`config.mk`:
```
export PLATFORM = sky130hd
export DESIGN_NAME = drv_ad56x3_parm_mc
export DESIGN_NICKNAME = d
export VERILOG_FILES = /design/src/rtl/drv_ad56x3_parm_mc.sv
export SDC_FILE = /design/constraint.sdc
export NUM_CORES = 1
export LEC_CHECK = 0
export CAP_MARGIN = 20
export CORE_AREA = 2 2 123 125
export DETAILED_ROUTE_END_ITERATION = 6
export DIE_AREA = 0 0 125 127
export DONT_BUFFER_PORTS = 1
export PLACE_DENSITY = 0.79
export SLEW_MARGIN = 25
export SYNTH_ARGS = -nofsm -noshare
export SYNTH_HDL_FRONTEND = slang
export SYNTH_SLANG_ARGS = --single-unit
```
`constraint.sdc`:
```
create_clock -name clk -period 1.57 [get_ports clk]
set_input_delay 0 -clock clk [delete_from_list [all_inputs] [get_ports clk]]
set_output_delay 0 -clock clk [all_outputs]
set_load 0.01 [all_outputs]
```
`src/rtl/drv_ad56x3_parm_mc.sv`:
```
// drv_ad56x3_parm_mc: double-buffered multi-channel parameter bank for the AD56x3 DAC driver.
// Software writes the shadow bank over Avalon-MM; a commit copies it atomically into the active bank.
module drv_ad56x3_parm_mc #(
    parameter int CH_NUM             = 4,
    parameter int DATA_W             = 16,
    parameter int ADR_W              = 5,
    parameter int DEFAULT_CE_DIVIDER = 125,
    parameter int DEFAULT_INCR_RATE  = 1
) (
    input  logic                     clk,
    input  logic                     resetN,
    input  logic [ADR_W-1:0]         avsAdr,
    input  logic                     avsWr,
    input  logic [DATA_W-1:0]        avsWrData,
    input  logic                     avsRd,
    output logic [DATA_W-1:0]        avsRdData,
    output logic                     avsRdValid,
    input  logic                     frameStrb,
    output logic [CH_NUM-1:0]        genSel,
    output logic [2:0]               chRot,
    output logic [DATA_W-1:0]        ceDivider,
    output logic [CH_NUM*DATA_W-1:0] incrRate,
    output logic                     cfgUpdate,
    output logic                     cmdPending
);

    localparam int RA_W = ADR_W - 1;

    localparam logic [RA_W-1:0] A_CTRL   = RA_W'(0);
    localparam logic [RA_W-1:0] A_GENSEL = RA_W'(1);
    localparam logic [RA_W-1:0] A_CHROT  = RA_W'(2);
    localparam logic [RA_W-1:0] A_CEDIV  = RA_W'(3);
    localparam int              A_INCR0  = 8;

    // A zero divider would stall the generator, so even the default is clamped.
    localparam logic [DATA_W-1:0] DEF_CEDIV    = (DEFAULT_CE_DIVIDER == 0) ? DATA_W'(1)
                                                                           : DATA_W'(DEFAULT_CE_DIVIDER);
    localparam logic [DATA_W-1:0] DEF_INCR_POS = DATA_W'(DEFAULT_INCR_RATE);
    localparam logic [DATA_W-1:0] DEF_INCR_NEG = DATA_W'(0 - DEFAULT_INCR_RATE);

    typedef enum logic {
        S_IDLE  = 1'b0,
        S_ARMED = 1'b1
    } state_t;

    state_t r_state;
    state_t w_state_next;

    logic [RA_W-1:0]   w_reg_adr;
    logic              w_rd_active;
    logic              w_wr_ctrl;
    logic              w_wr_gensel;
    logic              w_wr_chrot;
    logic              w_wr_cediv;
    logic [CH_NUM-1:0] w_wr_incr;
    logic              w_chrot_ok;
    logic              w_soft;
    logic              w_imm;
    logic              w_arm;
    logic              w_strb_commit;
    logic              w_commit;

    logic [CH_NUM-1:0] r_sh_gensel;
    logic [CH_NUM-1:0] r_ac_gensel;
    logic [2:0]        r_sh_chrot;
    logic [2:0]        r_ac_chrot;
    logic [DATA_W-1:0] r_sh_cediv;
    logic [DATA_W-1:0] r_ac_cediv;
    logic [DATA_W-1:0] w_sh_incr [CH_NUM];
    logic [DATA_W-1:0] w_ac_incr [CH_NUM];

    logic [DATA_W-1:0] w_rd_data;
    logic [DATA_W-1:0] r_rd_data;
    logic              r_rd_valid;
    logic              r_cfg_update;

    // Address decode: the top address bit only selects the read bank, writes ignore it.
    assign w_reg_adr   = avsAdr[RA_W-1:0];
    assign w_rd_active = avsAdr[ADR_W-1];

    assign w_wr_ctrl   = avsWr && (w_reg_adr == A_CTRL);
    assign w_wr_gensel = avsWr && (w_reg_adr == A_GENSEL);
    assign w_wr_chrot  = avsWr && (w_reg_adr == A_CHROT);
    assign w_wr_cediv  = avsWr && (w_reg_adr == A_CEDIV);
    assign w_chrot_ok  = (avsWrData < DATA_W'(CH_NUM));

    // CTRL priority: soft reset > immediate commit > arm.
    assign w_soft        = w_wr_ctrl && avsWrData[0];
    assign w_imm         = w_wr_ctrl && avsWrData[2] && !avsWrData[0];
    assign w_arm         = w_wr_ctrl && avsWrData[1] && !avsWrData[2] && !avsWrData[0];
    assign w_strb_commit = (r_state == S_ARMED) && frameStrb && !w_soft;
    assign w_commit      = w_imm || w_strb_commit;

    always_ff @(posedge clk or negedge resetN) begin
        if (!resetN) begin
            r_state <= S_IDLE;
        end else begin
            r_state <= w_state_next;
        end
    end

    always_comb begin
        w_state_next = r_state;
        case (r_state)
            S_IDLE:  if (w_arm)     w_state_next = S_ARMED;
            S_ARMED: if (frameStrb) w_state_next = S_IDLE;
            default:                w_state_next = S_IDLE;
        endcase
        if (w_soft || w_imm) begin
            w_state_next = S_IDLE;
        end
    end

    // Commit samples the shadow with non-blocking reads, so a same-cycle
    // shadow write lands in shadow only and waits for the next commit.
    always_ff @(posedge clk or negedge resetN) begin
        if (!resetN) begin
            r_sh_gensel <= '0;
            r_ac_gensel <= '0;
            r_sh_chrot  <= '0;
            r_ac_chrot  <= '0;
            r_sh_cediv  <= DEF_CEDIV;
            r_ac_cediv  <= DEF_CEDIV;
        end else if (w_soft) begin
            r_sh_gensel <= '0;
            r_ac_gensel <= '0;
            r_sh_chrot  <= '0;
            r_ac_chrot  <= '0;
            r_sh_cediv  <= DEF_CEDIV;
            r_ac_cediv  <= DEF_CEDIV;
        end else begin
            if (w_wr_gensel) begin
                r_sh_gensel <= avsWrData[CH_NUM-1:0];
            end
            if (w_wr_chrot && w_chrot_ok) begin
                r_sh_chrot <= avsWrData[2:0];
            end
            if (w_wr_cediv) begin
                r_sh_cediv <= (avsWrData == '0) ? DATA_W'(1) : avsWrData;
            end
            if (w_commit) begin
                r_ac_gensel <= r_sh_gensel;
                r_ac_chrot  <= r_sh_chrot;
                r_ac_cediv  <= r_sh_cediv;
            end
        end
    end

    for (genvar gi = 0; gi < CH_NUM; gi++) begin : g_ch
        // Even channels count up, odd channels count down by default.
        localparam logic [DATA_W-1:0] DEF_INCR = ((gi % 2) == 0) ? DEF_INCR_POS : DEF_INCR_NEG;

        logic [DATA_W-1:0] r_sh_incr;
        logic [DATA_W-1:0] r_ac_incr;

        assign w_wr_incr[gi] = avsWr && (w_reg_adr == RA_W'(A_INCR0 + gi));

        always_ff @(posedge clk or negedge resetN) begin
            if (!resetN) begin
                r_sh_incr <= DEF_INCR;
                r_ac_incr <= DEF_INCR;
            end else if (w_soft) begin
                r_sh_incr <= DEF_INCR;
                r_ac_incr <= DEF_INCR;
            end else begin
                if (w_wr_incr[gi]) begin
                    r_sh_incr <= avsWrData;
                end
                if (w_commit) begin
                    r_ac_incr <= r_sh_incr;
                end
            end
        end

        assign w_sh_incr[gi]                   = r_sh_incr;
        assign w_ac_incr[gi]                   = r_ac_incr;
        assign incrRate[gi*DATA_W +: DATA_W]   = r_ac_incr;
    end

    // Read mux sees pre-write register values, so a same-cycle write is not visible.
    always_comb begin
        w_rd_data = '0;
        case (w_reg_adr)
            A_CTRL:   w_rd_data[1]          = (r_state == S_ARMED);
            A_GENSEL: w_rd_data[CH_NUM-1:0] = w_rd_active ? r_ac_gensel : r_sh_gensel;
            A_CHROT:  w_rd_data[2:0]        = w_rd_active ? r_ac_chrot : r_sh_chrot;
            A_CEDIV:  w_rd_data             = w_rd_active ? r_ac_cediv : r_sh_cediv;
            default: begin
                for (int k = 0; k < CH_NUM; k++) begin
                    if (w_reg_adr == RA_W'(A_INCR0 + k)) begin
                        w_rd_data = w_rd_active ? w_ac_incr[k] : w_sh_incr[k];
                    end
                end
            end
        endcase
    end

    always_ff @(posedge clk or negedge resetN) begin
        if (!resetN) begin
            r_rd_data    <= '0;
            r_rd_valid   <= 1'b0;
            r_cfg_update <= 1'b0;
        end else begin
            if (avsRd) begin
                r_rd_data <= w_rd_data;
            end
            r_rd_valid   <= avsRd;
            r_cfg_update <= w_commit || w_soft;
        end
    end

    assign avsRdData  = r_rd_data;
    assign avsRdValid = r_rd_valid;
    assign genSel     = r_ac_gensel;
    assign chRot      = r_ac_chrot;
    assign ceDivider  = r_ac_cediv;
    assign cfgUpdate  = r_cfg_update;
    assign cmdPending = (r_state == S_ARMED);

endmodule
```
==> results of run 1 <==
-- routing by layer --
layer,global-route usage,up-vias,part of all wire
li1,-,3382,-
met1,0.477,3849,0.38
met2,0.554,471,0.47
met3,0.106,95,0.11
met4,0.171,0,0.042
met5,0,-,0
-- critical path: cells and delay by family --
family | cells | cell delay [ns]
compound gates | 1 | 0.07
simple gates | 3 | 0.37
buf+inv | 4 | 1.49
-- state kept, by name (all words and copies together) (netlist names) --
register        count
cmdPending          1
genSel              4
avsRdValid          1
chRot               3
ceDivider          16
r_sh_cediv         16
r_sh_chrot          3
avsRdData          16
g_ch.r_ac_incr     64
r_sh_gensel         4
cfgUpdate           1
g_ch.r_sh_incr     64
-- worst max-delay path by stage --
stage	startpoint	end	slack (ns)
after floorplan	avsAdr[0]	avsRdData[12]	0.04
after detailed placement	g_ch[1].r_ac_incr[4]	avsRdData[4]	-0.01
after global placement	g_ch[1].r_ac_incr[4]	avsRdData[4]	0.03
after CTS	avsRd	avsRdData[1]	0.01
after global routing	avsAdr[2]	g_ch[0].r_sh_incr[0]	-0.05
final	avsAdr[2]	g_ch[0].r_sh_incr[0]	-0.001
-- layout make-up --
type	instances	area (um^2)	area share
Clock buffer	18	450	0.0421
Clock inverter	14	198	0.0185
Inverter	5	18.8	0.00176
Multi-Input combinational cell	688	3950	0.370
Sequential cell	193	4930	0.461
Tap cell	184	230	0.0215
Timing Repair Buffer	99	913	0.0854
-- what timing repair did --
item                                    4_1_cts  5_1_grt
gates resized for setup                       1       20
endpoints found under the setup margin        1       69
hold endpoints to repair                    323      208
hold buffers                                 36        1
-- stage by stage --
stage	hold slack [ns]	instance area (um^2)	cells	setup slack, ns	util
2_1_floorplan	-0.296	9200	959	0.0382	-
3_3_place_gp	-0.285	9610	1132	0.0271	0.666
3_5_place_dp	-0.289	9610	1132	-0.0138	0.666
4_1_cts	-0.758	10600	1200	0.0127	0.737
5_1_grt	-0.760	10700	1201	-0.0521	0.741
6_report	-0.751	10700	1201	-0.00128	0.741
-- power by group through the flow --
| stage | registers [uW] | logic (uW) | clock network [uW] |
|---|---|---|---|
| floorplan | 7610 | 1550 | 0 |
| global placement | 7830 | 2100 | 0 |
| detailed placement | 7870 | 2210 | 0 |
| CTS | 7790 | 2400 | 4790 |
| global route | 7960 | 2710 | 4990 |
| finish | 7810 | 2450 | 4800 |
-- placed cells by master (no fill, tap or decap), drive strengths merged, types with 3 or more instances in the layout --
cell type and count:
a22o 3, nor4 4, a211oi 6, clkbuf 18, bufinv 4, nor2 69, clkinv 3, nand2 295
mux2i 63, a2111oi 11, nor3 4, inv 10, nor2b 5, nand3 84, a21oi 29, dlygate4sd3 35
buf 63, mux4 20, dfstp 80, or2 3, o22ai 14, o2bb2ai 6, dfrtp 113, o21ai 46
-- kinds of logic (layout without fill, tap and decap cells) --
group,Yosys count,after routing,share of synthesized area
simple gates,477,477,0.218
flops,193,193,0.536
mux,85,85,0.120
compound gates,126,126,0.0853
buf+inv,78,136,0.0411
==> impl_metrics.tcl, run 1 <==
set metrics [dict create \
    power_switching_share 0.301 \
    finalHoldWorstSlack_ns -0.751 \
    clock-skew-final_ns 0.00802 \
    remaining_drc_errors 0 \
    antenna-diode-count 0 \
    ant_nets 0 \
    cts_tree "built" \
    ctsHtreeMaxLevel 4 \
    timing.rr.start "g_ch[0].r_sh_incr[7]" \
    layout.nets 1030 \
    syn_nets 985 \
    final.setup.tns_ns -0.00128 \
    r2r_cells 3 \
    ir_drop_mv 0.799 \
    slew_violations 0 \
    grt_start_max_net_pins 194 \
    hp-class "primary input to asynchronous set/reset pin" \
    globalRoute.totalOverflow 0 \
    initialDrtViolationCount 1070 \
    firstDrtPassIters 5 \
    drv_cap 0 \
    floorplan.initialDensity 0.638 \
    layout_worst_path_cycle_share 1.00 \
    postSynth.asyncResetShare 1.00 \
    synth_top_flop_cell "sky130_fd_sc_hd__dfrtp_1" \
    synthToLayoutAreaGrowth_pct 16.2 \
    gp_congestion 0.870 \
    ys_seq_elements 193 \
    pwr_cell_area_nw_per_um2 1410 \
    worst_setup_hold_path_clk_slew_ns 0.07 \
    yosys-top-cells-count "sky130_fd_sc_hd__nand2_1 (295), sky130_fd_sc_hd__dfrtp_1 (113), sky130_fd_sc_hd__nand3_1 (83)" \
    worst_margin_slew_ns 0.928 \
    critPathKind "primary input to flop" \
    start_kind "primary input" \
    yosys_warnings 0 \
    number_of_synthesized_flops_with_an_enable_pin 0 \
    setup_ws_ns -0.00128 \
    seq_area_frac_synth 0.536 \
    r2r_setup_slk_ns 0.01 \
    timing.critical_path.arrival_ns 1.93 \
    leakage_power_uw 0.00510 \
    slowest_delay_ns 0.60 \
    syn-instance-count 959 \
    placeableCoreArea_um2 14400 \
    global_route.usage.total 0.360 \
    p_clk_frac 0.319 \
    clock-sinks 193 \
    final.fill_count 974 \
    antenna_violations_before_repair 0 \
    end_kind "flop" \
    syn_area_per_cell_um2 9.59 \
    highest_clock_frequency_the_design_can_meet_mhz 636 \
    route.vias.total 7797 \
    cell_internal_pwr_uw 10500 \
    detail_route.wirelength_mm 28.0 \
    cts.path.max_buffers 2 \
    portBuffers 0 \
    required_ns 1.93 \
    fp.dieH_um 127 \
    row_count 44 \
    first_global_vias 7532 \
    floorplan.io_pins 132 \
    final_layout_size_suffix_gt1_frac 0.211 \
    grt_pass1_wl_mm 43.8 \
    synthesis.area_um2 9200 \
    avgRoutedWirePerCell_um 23.3 \
    largest_driver_fanout_on_the_critical_path 16 \
    floorplan.die.width_um 125 \
    buffer_cell_driving_the_clock_tree_root "sky130_fd_sc_hd__clkbuf_16" \
    cts_made_buffers 17 \
    slew-limit-headroom 0.381 \
    netlist-cell-type-count 50 \
    yosys.cell_count.top_type "sky130_fd_sc_hd__nand2_1" \
    status "finished with violations" \
    logic_gate_share_of_total_power 0.162 \
    worstSkewPairLatency_ns 0.44 \
    p_total_uw 15100 \
    failing_checks "hold timing, setup timing" \
    synthDominantAreaCellType "sky130_fd_sc_hd__dfrtp_1" \
    hold_violations 204 \
    viasPerCell 6.49 \
    finalCriticalPeriod_ns 1.57 \
    reported_net_switching_power_uw 4530 \
    synth.area.top_cells "sky130_fd_sc_hd__dfrtp_1 (31%), sky130_fd_sc_hd__dfstp_2 (23%), sky130_fd_sc_hd__nand2_1 (12%)" \
    share_seq_of_total_power 0.519 \
    dp_hpwl_mm 16.9 \
    slowest_stage "sky130_fd_sc_hd__dlygate4sd3_1" \
    critical_path.cell_chain "dlygate4sd3_1 > nor2b_2 > buf_6 > nand2_1 > buf_6 > nand2_1 > o31ai_1 > dlygate4sd3_1" \
    postCtsSetupBuffers 0 \
    yosysTopAreaCellShare 0.307 \
    timing.rr.end "avsRdData[7]" \
    design.die.area_um2 15900 \
    report.final.setup_viol 1 \
]
Power figures use the tool's default switching activity.
==> inputs of run 2 (changes only) <==
--- a/config.mk
+++ b/config.mk
@@ -5,10 +5,11 @@
 export SDC_FILE = /design/constraint.sdc
 export NUM_CORES = 1
 export LEC_CHECK = 0
+export ABC_AREA = 1
 export CAP_MARGIN = 20
-export CORE_AREA = 2 2 123 125
+export CORE_AREA = 2 2 125 127
 export DETAILED_ROUTE_END_ITERATION = 6
-export DIE_AREA = 0 0 125 127
+export DIE_AREA = 0 0 127 129
 export DONT_BUFFER_PORTS = 1
 export PLACE_DENSITY = 0.79
 export SLEW_MARGIN = 25
==> impl_metrics.tcl, run 2 <==
set metrics [dict create \
    first_global_vias 7674 \
    hold_violations 193 \
    start_kind "primary input" \
    yosysTopAreaCellShare 0.298 \
    seq_area_frac_synth 0.520 \
    final.fill_count 1217 \
    required_ns 1.92 \
    remaining_drc_errors 0 \
    detail_route.wirelength_mm 26.7 \
    antenna_violations_before_repair 0 \
    dp_hpwl_mm 17.1 \
    cts.path.max_buffers 2 \
    slowest_stage "sky130_fd_sc_hd__dlygate4sd3_1" \
    drv_cap 0 \
    ys_seq_elements 193 \
    ant_nets 0 \
    p_total_uw 17100 \
    viasPerCell 5.80 \
    leakage_power_uw 0.00491 \
    global_route.usage.total 0.327 \
    antenna-diode-count 0 \
    pwr_cell_area_nw_per_um2 1620 \
    clock-sinks 193 \
    yosys-top-cells-count "sky130_fd_sc_hd__nand2_1 (396), sky130_fd_sc_hd__nor2_1 (199), sky130_fd_sc_hd__dfrtp_1 (113)" \
    portBuffers 0 \
    highest_clock_frequency_the_design_can_meet_mhz 657 \
    placeableCoreArea_um2 15000 \
    slowest_delay_ns 0.64 \
    fp.dieH_um 129 \
    yosys.cell_count.top_type "sky130_fd_sc_hd__nand2_1" \
    initialDrtViolationCount 984 \
    largest_driver_fanout_on_the_critical_path 38 \
    synth_top_flop_cell "sky130_fd_sc_hd__dfrtp_1" \
    grt_pass1_wl_mm 41.4 \
    design.die.area_um2 16400 \
    failing_checks "hold timing" \
    syn-instance-count 1244 \
    netlist-cell-type-count 29 \
    r2r_setup_slk_ns 0.23 \
    row_count 45 \
    final_layout_size_suffix_gt1_frac 0.129 \
    number_of_synthesized_flops_with_an_enable_pin 0 \
    synthToLayoutAreaGrowth_pct 11.2 \
    clock-skew-final_ns 0.0106 \
    globalRoute.totalOverflow 0 \
    status "finished with violations" \
    worst_margin_slew_ns 0.815 \
    cts_made_buffers 17 \
    slew_violations 0 \
    route.vias.total 8392 \
    critPathKind "primary input to flop" \
    worstSkewPairLatency_ns 0.44 \
    timing.critical_path.arrival_ns 1.87 \
    cts_tree "built" \
    syn_area_per_cell_um2 7.62 \
    syn_nets 1270 \
    floorplan.die.width_um 127 \
    layout_common_cells "sky130_fd_sc_hd__nand2_1 (395), sky130_fd_sc_hd__nor2_1 (198), sky130_fd_sc_hd__dfrtp_1 (113)" \
    synth.area.top_cells "sky130_fd_sc_hd__dfrtp_1 (30%), sky130_fd_sc_hd__dfstp_2 (22%), sky130_fd_sc_hd__nand2_1 (16%)" \
    end_kind "flop" \
    layout.nets 1273 \
    yosys_warnings 0 \
    hp-class "primary input to asynchronous set/reset pin" \
    gp_congestion 0.890 \
    grt_start_max_net_pins 194 \
    critical_path.cell_chain "dlygate4sd3_1 > nor2_4 > nand3_4 > o21ai_4 > buf_12 > buf_16 > nor2_1 > a21oi_1" \
    report.final.setup_viol 0 \
    synthesis.area_um2 9480 \
    final.setup.tns_ns 0 \
    postSynth.asyncResetShare 1.00 \
    reg.largest.list "g_ch.r_ac_incr: 64 flops, g_ch.r_sh_incr: 64 flops" \
    avgRoutedWirePerCell_um 18.4 \
    commonest_non_fill_non_tap_cell_in_the_layout "sky130_fd_sc_hd__nand2_1" \
    final_util 0.704 \
    worst_setup_hold_path_clk_slew_ns 0.07 \
    firstDrtPassIters 5 \
    layout_worst_path_cycle_share 0.969 \
    buffer_cell_driving_the_clock_tree_root "sky130_fd_sc_hd__clkbuf_16" \
    synthDominantAreaCellType "sky130_fd_sc_hd__dfrtp_1" \
    slew-limit-headroom 0.455 \
    finalHoldWorstSlack_ns -0.738 \
    floorplan.io_pins 132 \
    finalCriticalPeriod_ns 1.52 \
    ctsHtreeMaxLevel 4 \
    ir_drop_mv 0.891 \
    floorplan.initialDensity 0.633 \
]
[run 2: layout make-up]
class / count / area [um^2] / area share
clock inverter: 9 / 106 / 0.0101
inverter: 101 / 382 / 0.0362
multi-input combinational: 879 / 3810 / 0.361
tap: 188 / 235 / 0.0223
sequential: 193 / 4930 / 0.468
timing repair buffer: 55 / 588 / 0.0558
clock buffer: 23 / 489 / 0.0464
[run 2: logic make-up (layout without fill, tap and decap cells)]
family          after synthesis  count (layout)  share of synthesized area
buf+inv                     172             188                     0.0799
compound gates              234             234                      0.129
simple gates                645             645                      0.271
flops                       193             193                      0.520
[run 2: power breakdown]
group,total (uW),switching [uW],internal (uW),leakage (uW)
Clock,4380,1850,2520,0.000296
Combinational,3270,1940,1330,0.00239
Sequential,9460,2180,7270,0.00222
[run 2: worst paths after layout]
kind                                            from                    to  cells after the start
min in group clk                               avsWr  g_ch[2].r_sh_incr[8]                      5
worst min register to register  g_ch[2].r_sh_incr[0]  g_ch[2].r_sh_incr[0]                      2
worst max-delay path                       avsAdr[0]  g_ch[1].r_ac_incr[5]                      8
worst min-delay path                          resetN            avsRdValid                      0
worst max register to register            cmdPending  g_ch[1].r_ac_incr[5]                      6
max in group asynchronous                     resetN  g_ch[1].r_sh_incr[2]                      0
[run 2: timing repair]
item                       in CTS  in global routing
hold buffers                   26                  1
setup endpoints to repair       0                 90
gates resized for setup         0                 13
hold endpoints to repair      296                194
buffers inserted                0                  4
[run 2: per-stage QoR]
step,cells,area (um^2),worst slack (ns)
finish,1448,10500,0.0480
global route,1448,10500,-0.0119
CTS,1443,10400,0.00913
detailed placement,1385,9590,0.224
global placement,1385,9590,0.322
floorplan,1244,9480,0.439
[run 2: critical path, delay by kind of cell]
kind	cells	cell delay (ns)
buf+inv	3	1.07
compound gates	2	0.43
simple gates	3	0.34
[run 2: layer usage]
metal  wire length, um  vias up  GRT usage
li1                  -     3923          -
met1             10800     3915      0.458
met2             11900      488      0.472
met3              3270       66      0.124
met4               747        0      0.111
met5                 0        -          0
